<file path="config.mk">
export PLATFORM = sky130hd
export DESIGN_NAME = riscv_reset_ctrl
export DESIGN_NICKNAME = d
export VERILOG_FILES = /design/src/rtl/riscv_reset_ctrl.sv
export SDC_FILE = /design/constraint.sdc
export NUM_CORES = 1
export LEC_CHECK = 0
export ABC_AREA = 1
export CAP_MARGIN = 20
export CORE_UTILIZATION = 40
export CTS_BUF_LIST = sky130_fd_sc_hd__clkbuf_16
export DETAILED_ROUTE_END_ITERATION = 12
export GPL_TIMING_DRIVEN = 0
export SETUP_SLACK_MARGIN = 0.15
export SLEW_MARGIN = 20
export SYNTH_ARGS = -nofsm -noshare
export SYNTH_HDL_FRONTEND = slang
export SYNTH_SLANG_ARGS = --single-unit
</file>
<file path="constraint.sdc">
create_clock -name clk_in -period 1.8 [get_ports clk_in]
set_input_delay 0.18 -clock clk_in [delete_from_list [all_inputs] [get_ports clk_in]]
set_output_delay 0.18 -clock clk_in [all_outputs]
set_load 0.1 [all_outputs]
</file>
<file path="src/rtl/riscv_reset_ctrl.sv">
// Board reset/ready sequencer: synchronizes and debounces the reset button,
// stretches it into a clean core reset, then gates ready and counts run cycles.
module riscv_reset_ctrl #(
    parameter int SYNC_STAGES     = 2,
    parameter int DEBOUNCE_CYCLES = 4,
    parameter int HOLD_CYCLES     = 16,
    parameter int RDY_DELAY       = 4,
    parameter int CNT_WIDTH       = 32
) (
    input  logic                 clk_in,
    input  logic                 rstn_in,
    input  logic                 btn_in,
    output logic                 rst_out,
    output logic                 rdy_out,
    output logic [CNT_WIDTH-1:0] run_cycles_out,
    output logic [1:0]           state_out
);

    typedef enum logic [1:0] {
        HOLD   = 2'd0,
        WARMUP = 2'd1,
        RUN    = 2'd2
    } state_e;

    localparam logic [15:0] DB_LAST   = 16'(DEBOUNCE_CYCLES - 1);
    localparam logic [15:0] HOLD_LAST = 16'(HOLD_CYCLES - 1);
    localparam logic [15:0] WARM_LAST = 16'(RDY_DELAY - 1);

    logic [SYNC_STAGES-1:0] sync_q, sync_d;
    logic                   btn_sync;
    logic                   btn_db_q, btn_db_d;
    logic [15:0]            db_cnt_q, db_cnt_d;
    logic [15:0]            hold_cnt_q, hold_cnt_d;
    logic [15:0]            warm_cnt_q, warm_cnt_d;
    state_e                 state_q, state_d;
    logic                   rst_q, rst_d;
    logic                   rdy_q, rdy_d;
    logic [CNT_WIDTH-1:0]   run_q, run_d;

    assign btn_sync = sync_q[SYNC_STAGES-1];

    always_comb begin
        sync_d    = sync_q << 1;
        sync_d[0] = btn_in;
    end

    always_comb begin
        btn_db_d = btn_db_q;
        db_cnt_d = db_cnt_q;
        if (btn_sync == btn_db_q) begin
            db_cnt_d = '0;
        end else if (db_cnt_q == DB_LAST) begin
            btn_db_d = btn_sync;
            db_cnt_d = '0;
        end else begin
            db_cnt_d = db_cnt_q + 16'd1;
        end
    end

    // FSM acts on the debounced level registered before this edge
    always_comb begin
        state_d    = state_q;
        hold_cnt_d = hold_cnt_q;
        warm_cnt_d = warm_cnt_q;
        run_d      = run_q;
        unique case (state_q)
            HOLD: begin
                if (btn_db_q) begin
                    hold_cnt_d = '0;
                end else if (hold_cnt_q == HOLD_LAST) begin
                    state_d    = WARMUP;
                    warm_cnt_d = '0;
                    run_d      = '0;
                end else begin
                    hold_cnt_d = hold_cnt_q + 16'd1;
                end
            end
            WARMUP: begin
                if (btn_db_q) begin
                    state_d    = HOLD;
                    hold_cnt_d = '0;
                end else if (warm_cnt_q == WARM_LAST) begin
                    state_d = RUN;
                end else begin
                    warm_cnt_d = warm_cnt_q + 16'd1;
                end
            end
            RUN: begin
                if (btn_db_q) begin
                    state_d    = HOLD;
                    hold_cnt_d = '0;
                end else if (run_q != '1) begin
                    run_d = run_q + 1'b1;
                end
            end
            default: begin
                state_d    = HOLD;
                hold_cnt_d = '0;
            end
        endcase
        rst_d = (state_d == HOLD);
        rdy_d = (state_d == RUN);
    end

    always_ff @(posedge clk_in) begin
        if (!rstn_in) begin
            sync_q     <= '0;
            btn_db_q   <= 1'b0;
            db_cnt_q   <= '0;
            hold_cnt_q <= '0;
            warm_cnt_q <= '0;
            state_q    <= HOLD;
            rst_q      <= 1'b1;
            rdy_q      <= 1'b0;
            run_q      <= '0;
        end else begin
            sync_q     <= sync_d;
            btn_db_q   <= btn_db_d;
            db_cnt_q   <= db_cnt_d;
            hold_cnt_q <= hold_cnt_d;
            warm_cnt_q <= warm_cnt_d;
            state_q    <= state_d;
            rst_q      <= rst_d;
            rdy_q      <= rdy_d;
            run_q      <= run_d;
        end
    end

    assign rst_out        = rst_q;
    assign rdy_out        = rdy_q;
    assign run_cycles_out = run_q;
    assign state_out      = state_q;

endmodule

</file>
==> impl_metrics.json, run 1 <==
{
  "status": "completed",
  "drt.antenna.violating_nets": 0,
  "port_buffers": 38,
  "totalWireLength_mm": 15.76,
  "htree_levels": 3,
  "cts_tree": "done",
  "place_area_mm2": 0.006095,
  "timing.rr.end": "run_cycles_out[22]",
  "rsz0062_at_grt": "yes",
  "timing.hold.ws_ps": 356.2,
  "synth_common_cells": "265 x nand2_1, 163 x nor2_1, 93 x inv_1, 87 x dfxtp_1, 66 x nand3_1",
  "setup_viol": 0,
  "reg2reg_depth": 12,
  "power_density_mw_per_mm2": 502.6,
  "clock_path_buffers": 2,
  "end_kind": "register",
  "fp.dieH_um": 117.3,
  "clock_tree.root_cell": "clkbuf_16",
  "die_w_um": 117.3,
  "worstMarginPinSlew_ps": 629.1,
  "synth_top_cell_area_share_pct": 32.76,
  "grt_max_degree": 15,
  "drive_above_1_share_pct": 33.61,
  "synth_top_area_cell": "dfxtp_1",
  "n_antenna_cell": 0,
  "cts_hold_buffers": 0,
  "finalHoldViolCount": 0,
  "vias": 5639,
  "final_area_mm2": 0.007612,
  "synth_area_leaders": "dfxtp_1 33%, nand2_1 19%, nor2_1 12%",
  "core_mm2": 0.01277,
  "initial_utilization_pct": 41.62,
  "drtPass1Iterations": 5,
  "fin_crit_sh_pct": 98.02,
  "rows": 41,
  "nets": 976,
  "setup.worst_path.end": "run_cycles_out[22]",
  "synth_area_mm2": 0.005316,
  "gp_congestion": 0.9346,
  "cts_buffers": 9,
  "cp-start-kind": "register",
  "ir_drop_mv": 0.4638,
  "ys_seq_area_share_pct": 32.76,
  "arrival_ps": 2050,
  "dieArea_mm2": 0.01376,
  "r2r_start": "state_out[0]",
  "wl_per_cell_um": 13.80,
  "grt_pass1_wl_mm": 24.51,
  "area_growth_pct": 43.19,
  "grt_pass1_vias": 4978,
  "syn_inst": 871,
  "synthArstFlopShare_pct": 0,
  "synthFlopType": "dfxtp_1",
  "clk_latency_ps": 350,
  "crit_start": "state_out[0]",
  "synth_fp_nets": 882,
  "grt-ovfl-total": 0,
  "dp_hpwl_mm": 10.84,
  "antenna_found_initial": 0,
  "ys_ff_latch": 87,
  "via_per_inst": 4.938,
  "synth_edf_count": 0,
  "final_cells": 1142,
  "avgSynthCellArea_um2": 6.104,
  "fmax_mhz": 566.8,
  "hold_path.class": "in -> reg",
  "cp_max_fo": 7,
  "drv_slew": 0,
  "slew_headroom_pct": 58.06,
  "dpl.cell_count": 1081,
  "yosysMostFrequentCell": "nand2_1",
  "p_leak_nw": 2.753,
  "grtUsageTotal_pct": 23.29,
  "clkTransAtPathRegs_ps": 60,
  "crit_type": "reg -> reg",
  "maxCapViolCount": 0,
  "required_ps": 2080,
  "drt_iter0_markers": 310,
  "yosys_warnings": 0,
  "design.portCount": 39,
  "synth_cell_type_count": 34,
  "rrSetupSlack_ps": 40,
  "drcViolationCount": 0,
  "min_period_ps": 1764,
  "finClkSkew_ps": 5.014,
  "clock_sinks": 87,
  "setup_tns_ps": 0
}
## where the power goes
group / total [W] / internal, W / switching (W)
Combinational: 0.0000905 / 0.0000325 / 0.0000580
Clock: 0.00183 / 0.00101 / 0.000821
Sequential: 0.00190 / 0.00190 / 0.00000810
Total: 0.00383 / 0.00294 / 0.000887
## registers in the layout, indices dropped and copies added (netlist names)
| signal | count |
|---|---|
| warm_cnt_q | 16 |
| rst_out | 1 |
| hold_cnt_q | 16 |
| db_cnt_q | 16 |
| btn_db_q | 1 |
| run_cycles_out | 32 |
| rdy_out | 1 |
| sync_q | 2 |
| state_out | 2 |
## timing repair
| item | 4_1_cts | 5_1_grt |
|---|---|---|
| pin swaps | 15 | 53 |
| cloned | 2 | 4 |
| resized for setup | 149 | 185 |
| setup buffers | 15 | 24 |
| setup endpoints to repair | 112 | 81 |
## final cells by class
class                   instances  area (um2)
flip-flops and latches         87        1861
multi-input cells             667        3779
plain buffers                  22       206.4
well taps                     172       215.2
inverters                      95       366.6
fillers                      1206        5161
repair buffers                 83       899.6
clock buffers                  10       250.2
clock inverters                 6       35.03
## how the worst min path moves through the flow
stage | from | end | slack [ps] | cells past startpoint
final | btn_in | sync_q[0] | 360 | 3
after floorplan | btn_in | sync_q[0] | 280 | 2
after global routing | btn_in | sync_q[0] | 380 | 3
after CTS | btn_in | sync_q[0] | 350 | 3
after detailed placement | sync_q[0] | sync_q[1] | 400 | 2
after global placement | sync_q[0] | sync_q[1] | 400 | 2
## critical path: stages, from the launching register on
cell       delay [ps]
dfxtp_4           370
inv_4              50
ha_4              150
buf_6             130
nand2_2            60
inv_1              30
nand4_1           160
nor2_4             50
nor2_4            150
buf_6             160
clkbuf_16         160
nand2_1            70
a21oi_2           140
## layout by cell type, fill, tap and decap left out, drive strengths merged
cell type	n
nand4	11
inv	96
clkdlybuf4s50	2
nor3	17
clkbuf	22
o21ai	20
and2	2
nor4	2
o21bai	2
dfxtp	87
xor2	18
o211a	1
buf	56
nand3	67
nor2	178
or2	2
and3	1
nand2	271
clkinv	5
ha	8
a21oi	57
nand3b	4
nor3b	6
clkdlybuf4s15	35
## through the flow
step,power (W),utilization [%],worst slack [ps]
floorplan,0.001987,-,-23.64
global placement,0.002012,47.71,-199.4
detailed placement,0.002013,47.71,-183.5
CTS,0.003849,52.65,24.55
global route,0.003958,59.59,-68.82
finish,0.003826,59.59,35.56
## metal layers
layer  global-route usage [%]  wire [um]  vias to the layer above
met5                        0          0                        -
met4                    9.789        297                        0
met3                    3.244        627                       21
met2                    37.69       7495                      123
met1                    31.03       7335                     2569
li1                         -          -                     2926
## kinds of logic (layout without fill, tap and decap cells)
group | count (synthesis) | count (layout) | share of synthesized area (%)
xor+xnor | 18 | 18 | 2.965
compound gates | 80 | 80 | 7.931
flops | 87 | 87 | 32.76
simple gates | 561 | 561 | 45.28
fa+ha+maj | 8 | 8 | 1.883
buf+inv | 117 | 216 | 9.178
Note: power is estimated with default switching activity, not from simulation.
==> run 2, diff against run 1 <==
--- a/config.mk
+++ b/config.mk
@@ -7,11 +7,11 @@
 export LEC_CHECK = 0
 export ABC_AREA = 1
 export CAP_MARGIN = 20
+export CORE_ASPECT_RATIO = 0.8
 export CORE_UTILIZATION = 40
 export CTS_BUF_LIST = sky130_fd_sc_hd__clkbuf_16
 export DETAILED_ROUTE_END_ITERATION = 12
 export GPL_TIMING_DRIVEN = 0
-export SETUP_SLACK_MARGIN = 0.15
 export SLEW_MARGIN = 20
 export SYNTH_ARGS = -nofsm -noshare
 export SYNTH_HDL_FRONTEND = slang
==> constraint.sdc (replaced) <==
create_clock -name clk_in -period 1.9 [get_ports clk_in]
set_input_delay 0.19 -clock clk_in [delete_from_list [all_inputs] [get_ports clk_in]]
set_output_delay 0.19 -clock clk_in [all_outputs]
set_load 0.1 [all_outputs]
==> run 2 against run 1 <==
Global-route usage is 1.2 points lower. Maximum frequency is 5.4% lower. Critical path depth is 1 higher. Worst hold slack better by 74 ps. Sequential cell count stayed put. Via count is 2.2% lower. Routed wire length is 6.5% lower. Cell count is 2.5% lower. Final area is 14% lower. Clock power is 8% lower. Critical path type unchanged.
==> impl_metrics.json, run 2 (synthesized netlist as in run 1, its figures left out) <==
{
  "drv_slew": 0,
  "htree_levels": 3,
  "drcViolationCount": 0,
  "initial_utilization_pct": 41.16,
  "setup_viol": 0,
  "dr.max_layer_used": "met4",
  "cts_hold_buffers": 0,
  "cp.depth": 13,
  "worstMarginPinSlew_ps": 962.3,
  "maxCapViolCount": 0,
  "totalWireLength_mm": 14.73,
  "ir_drop_mv": 0.4281,
  "nets": 944,
  "comb_power_share_pct": 1.9,
  "clock_tree.root_cell": "clkbuf_16",
  "rsz0062_at_grt": "yes",
  "dpl.cell_count": 1084,
  "layout_commonest_cell": "nand2_1",
  "preCtsSetupSlack_ps": -70.94,
  "via_per_inst": 4.953,
  "wl_per_cell_um": 13.23,
  "clk_latency_ps": 350,
  "drtPass1Iterations": 8,
  "grtUsageTotal_pct": 22.10,
  "final_area_mm2": 0.006519,
  "n_antenna_cell": 0,
  "cp_num_buf_inv": 2,
  "met2_length_mm": 5.890,
  "status": "completed",
  "cp-start-kind": "register",
  "power.switching_w": 0.0008421,
  "p_int_w": 0.002730,
  "largest_reg_flops": 32,
  "final_cells": 1113,
  "port_buffers": 38,
  "die_w_um": 130.9,
  "p_leak_nw": 2.476,
  "end_kind": "register",
  "design.portCount": 39,
  "drt.antenna.violating_nets": 0,
  "pwr-share-clk_pct": 46.9,
  "grt_pass1_vias": 4679,
  "setup.worst_path.end": "run_cycles_out[15]",
  "grt-ovfl-total": 0,
  "core_mm2": 0.01292,
  "layout_setup_ws_ps": 34.92,
  "fp.dieH_um": 105.1,
  "arrival_ps": 2150,
  "clock_path_buffers": 2,
  "crit_start": "run_cycles_out[1]",
  "vias": 5513,
  "drt_iter0_markers": 450,
  "pwr-share-seq_pct": 51.2,
  "reg2reg_depth": 13,
  "place_area_mm2": 0.006000,
  "swShare_pct": 23.57,
  "area_growth_pct": 22.62,
  "power_density_mw_per_mm2": 547.9,
  "clkTransAtPathRegs_ps": 70,
  "crit_type": "reg -> reg",
  "grt_pass1_wl_mm": 23.45,
  "cp_cell_sequence": "ha_4, nand2_2, nor2_4, nand2_2, nor2_4, nand2_2, nor2_4, nor2_4, buf_12, buf_4, nand2_1, nand2_1, a21oi_1",
  "r2r_start": "run_cycles_out[1]",
  "wl_met1_mm": 7.824,
  "timing.rr.end": "run_cycles_out[15]",
  "gp_congestion": 0.9479,
  "rows": 37,
  "rrSetupSlack_ps": 30,
  "cpPeakStageDelay_ps": 380,
  "antenna_found_initial": 0,
  "crit_family": "simple AND/OR/NAND/NOR gates",
  "hold_path.class": "reg -> reg",
  "clock_sinks": 87,
  "cts_tree": "done",
  "dp_hpwl_mm": 10.83,
  "cts_buffers": 9,
  "worst_path_most_repeated_cell": "nor2_4",
  "grt_max_degree": 16,
  "met3_length_um": 937,
  "required_ps": 2190,
  "min_period_ps": 1865,
  "cp_max_fo": 6,
  "finalHoldViolCount": 0,
  "fmax_mhz": 536.2,
  "fin_crit_sh_pct": 98.16,
  "drive_above_1_share_pct": 14.18,
  "cpMaxStageDelayCell": "dfxtp_4",
  "slew_headroom_pct": 36.10,
  "dieArea_mm2": 0.01376,
  "mostFrequentLayoutCells": "262 x nand2_1, 154 x nor2_1, 90 x inv_1, 65 x nand3_1, 51 x a21oi_1",
  "finClkSkew_ps": 11.04
}
==> run 2: cell types whose count changed in the layout (fill, tap and decap cells not counted), moves of 14 or more <==
cell | previous run | this run
a21oi_1 | 31 | 51
a21oi_2 | 25 | 6
buf_4 | 30 | 11
clkdlybuf4s15_2 | 35 | 0
dfxtp_4 | 25 | 8
dlygate4sd2_1 | 0 | 35
nand2_1 | 212 | 262
nand2_2 | 34 | 7
nand2_4 | 25 | 2
nand3_1 | 51 | 65
nor2_1 | 138 | 154
==> run 2: layer usage <==
layer / track usage (%) / vias to the layer above
met5: 0 / -
met4: 3.777 / 0
met3: 5.479 / 7
met2: 30.27 / 147
met1: 34.37 / 2499
li1: - / 2860
==> run 2: how the worst min path moves through the flow <==
stage,start,end,depth (start not counted),slack [ps]
2_1_floorplan,btn_in,sync_q[0],2,290
3_3_place_gp,sync_q[0],sync_q[1],2,410
3_5_place_dp,sync_q[0],sync_q[1],2,430
4_1_cts,btn_in,sync_q[0],3,430
5_1_grt,btn_in,sync_q[0],3,440
6_report,sync_q[0],sync_q[1],2,430
==> run 2: power by group through the flow <==
stage                     registers [W]  clock network (W)   logic, W
after global routing            0.00183            0.00180  0.0000754
final                           0.00183            0.00168  0.0000678
after global placement          0.00187                  0  0.0000633
after floorplan                 0.00187                  0  0.0000406
after detailed placement        0.00187                  0  0.0000633
after CTS                       0.00183            0.00172  0.0000639
==> run 2: what timing repair did <==
item | CTS | global route
pin swaps | 2 | 16
gates cloned | 0 | 2
resized for setup | 42 | 40
setup buffers | 2 | 10
setup endpoints to repair | 81 | 65
==> run 2: area by class of cell <==
class | instances | area, um2
timing repair buffer | 52 | 493.0
tap | 175 | 219.0
sequential | 87 | 1808
clock inverter | 7 | 47.55
buffer | 21 | 163.9
multi-input combinational | 667 | 3206
clock buffer | 9 | 225.2
fill | 1329 | 6397
inverter | 95 | 356.6
==> run 2: metrics by stage <==
step                      hold WS, ps  utilization, %  power (W)  TNS (ps)
after floorplan                 287.6               -   0.001907         0
after global placement          410.1           46.45   0.001931    -891.0
after detailed placement        426.9           46.45   0.001931    -735.9
after CTS                       429.9           48.48   0.003615         0
after global routing            439.0           50.47   0.003709    -389.2
final                           429.9           50.47   0.003572         0
==> run 2: worst reg2reg max path: stages, from the launching register on <==
cell     delay, ps
dfxtp_4        380
ha_4           150
nand2_2         70
nor2_4         170
nand2_2        100
nor2_4         130
nand2_2         90
nor2_4         120
nor2_4          70
buf_12         140
buf_4          140
nand2_1         70
nand2_1         50
a21oi_1        120
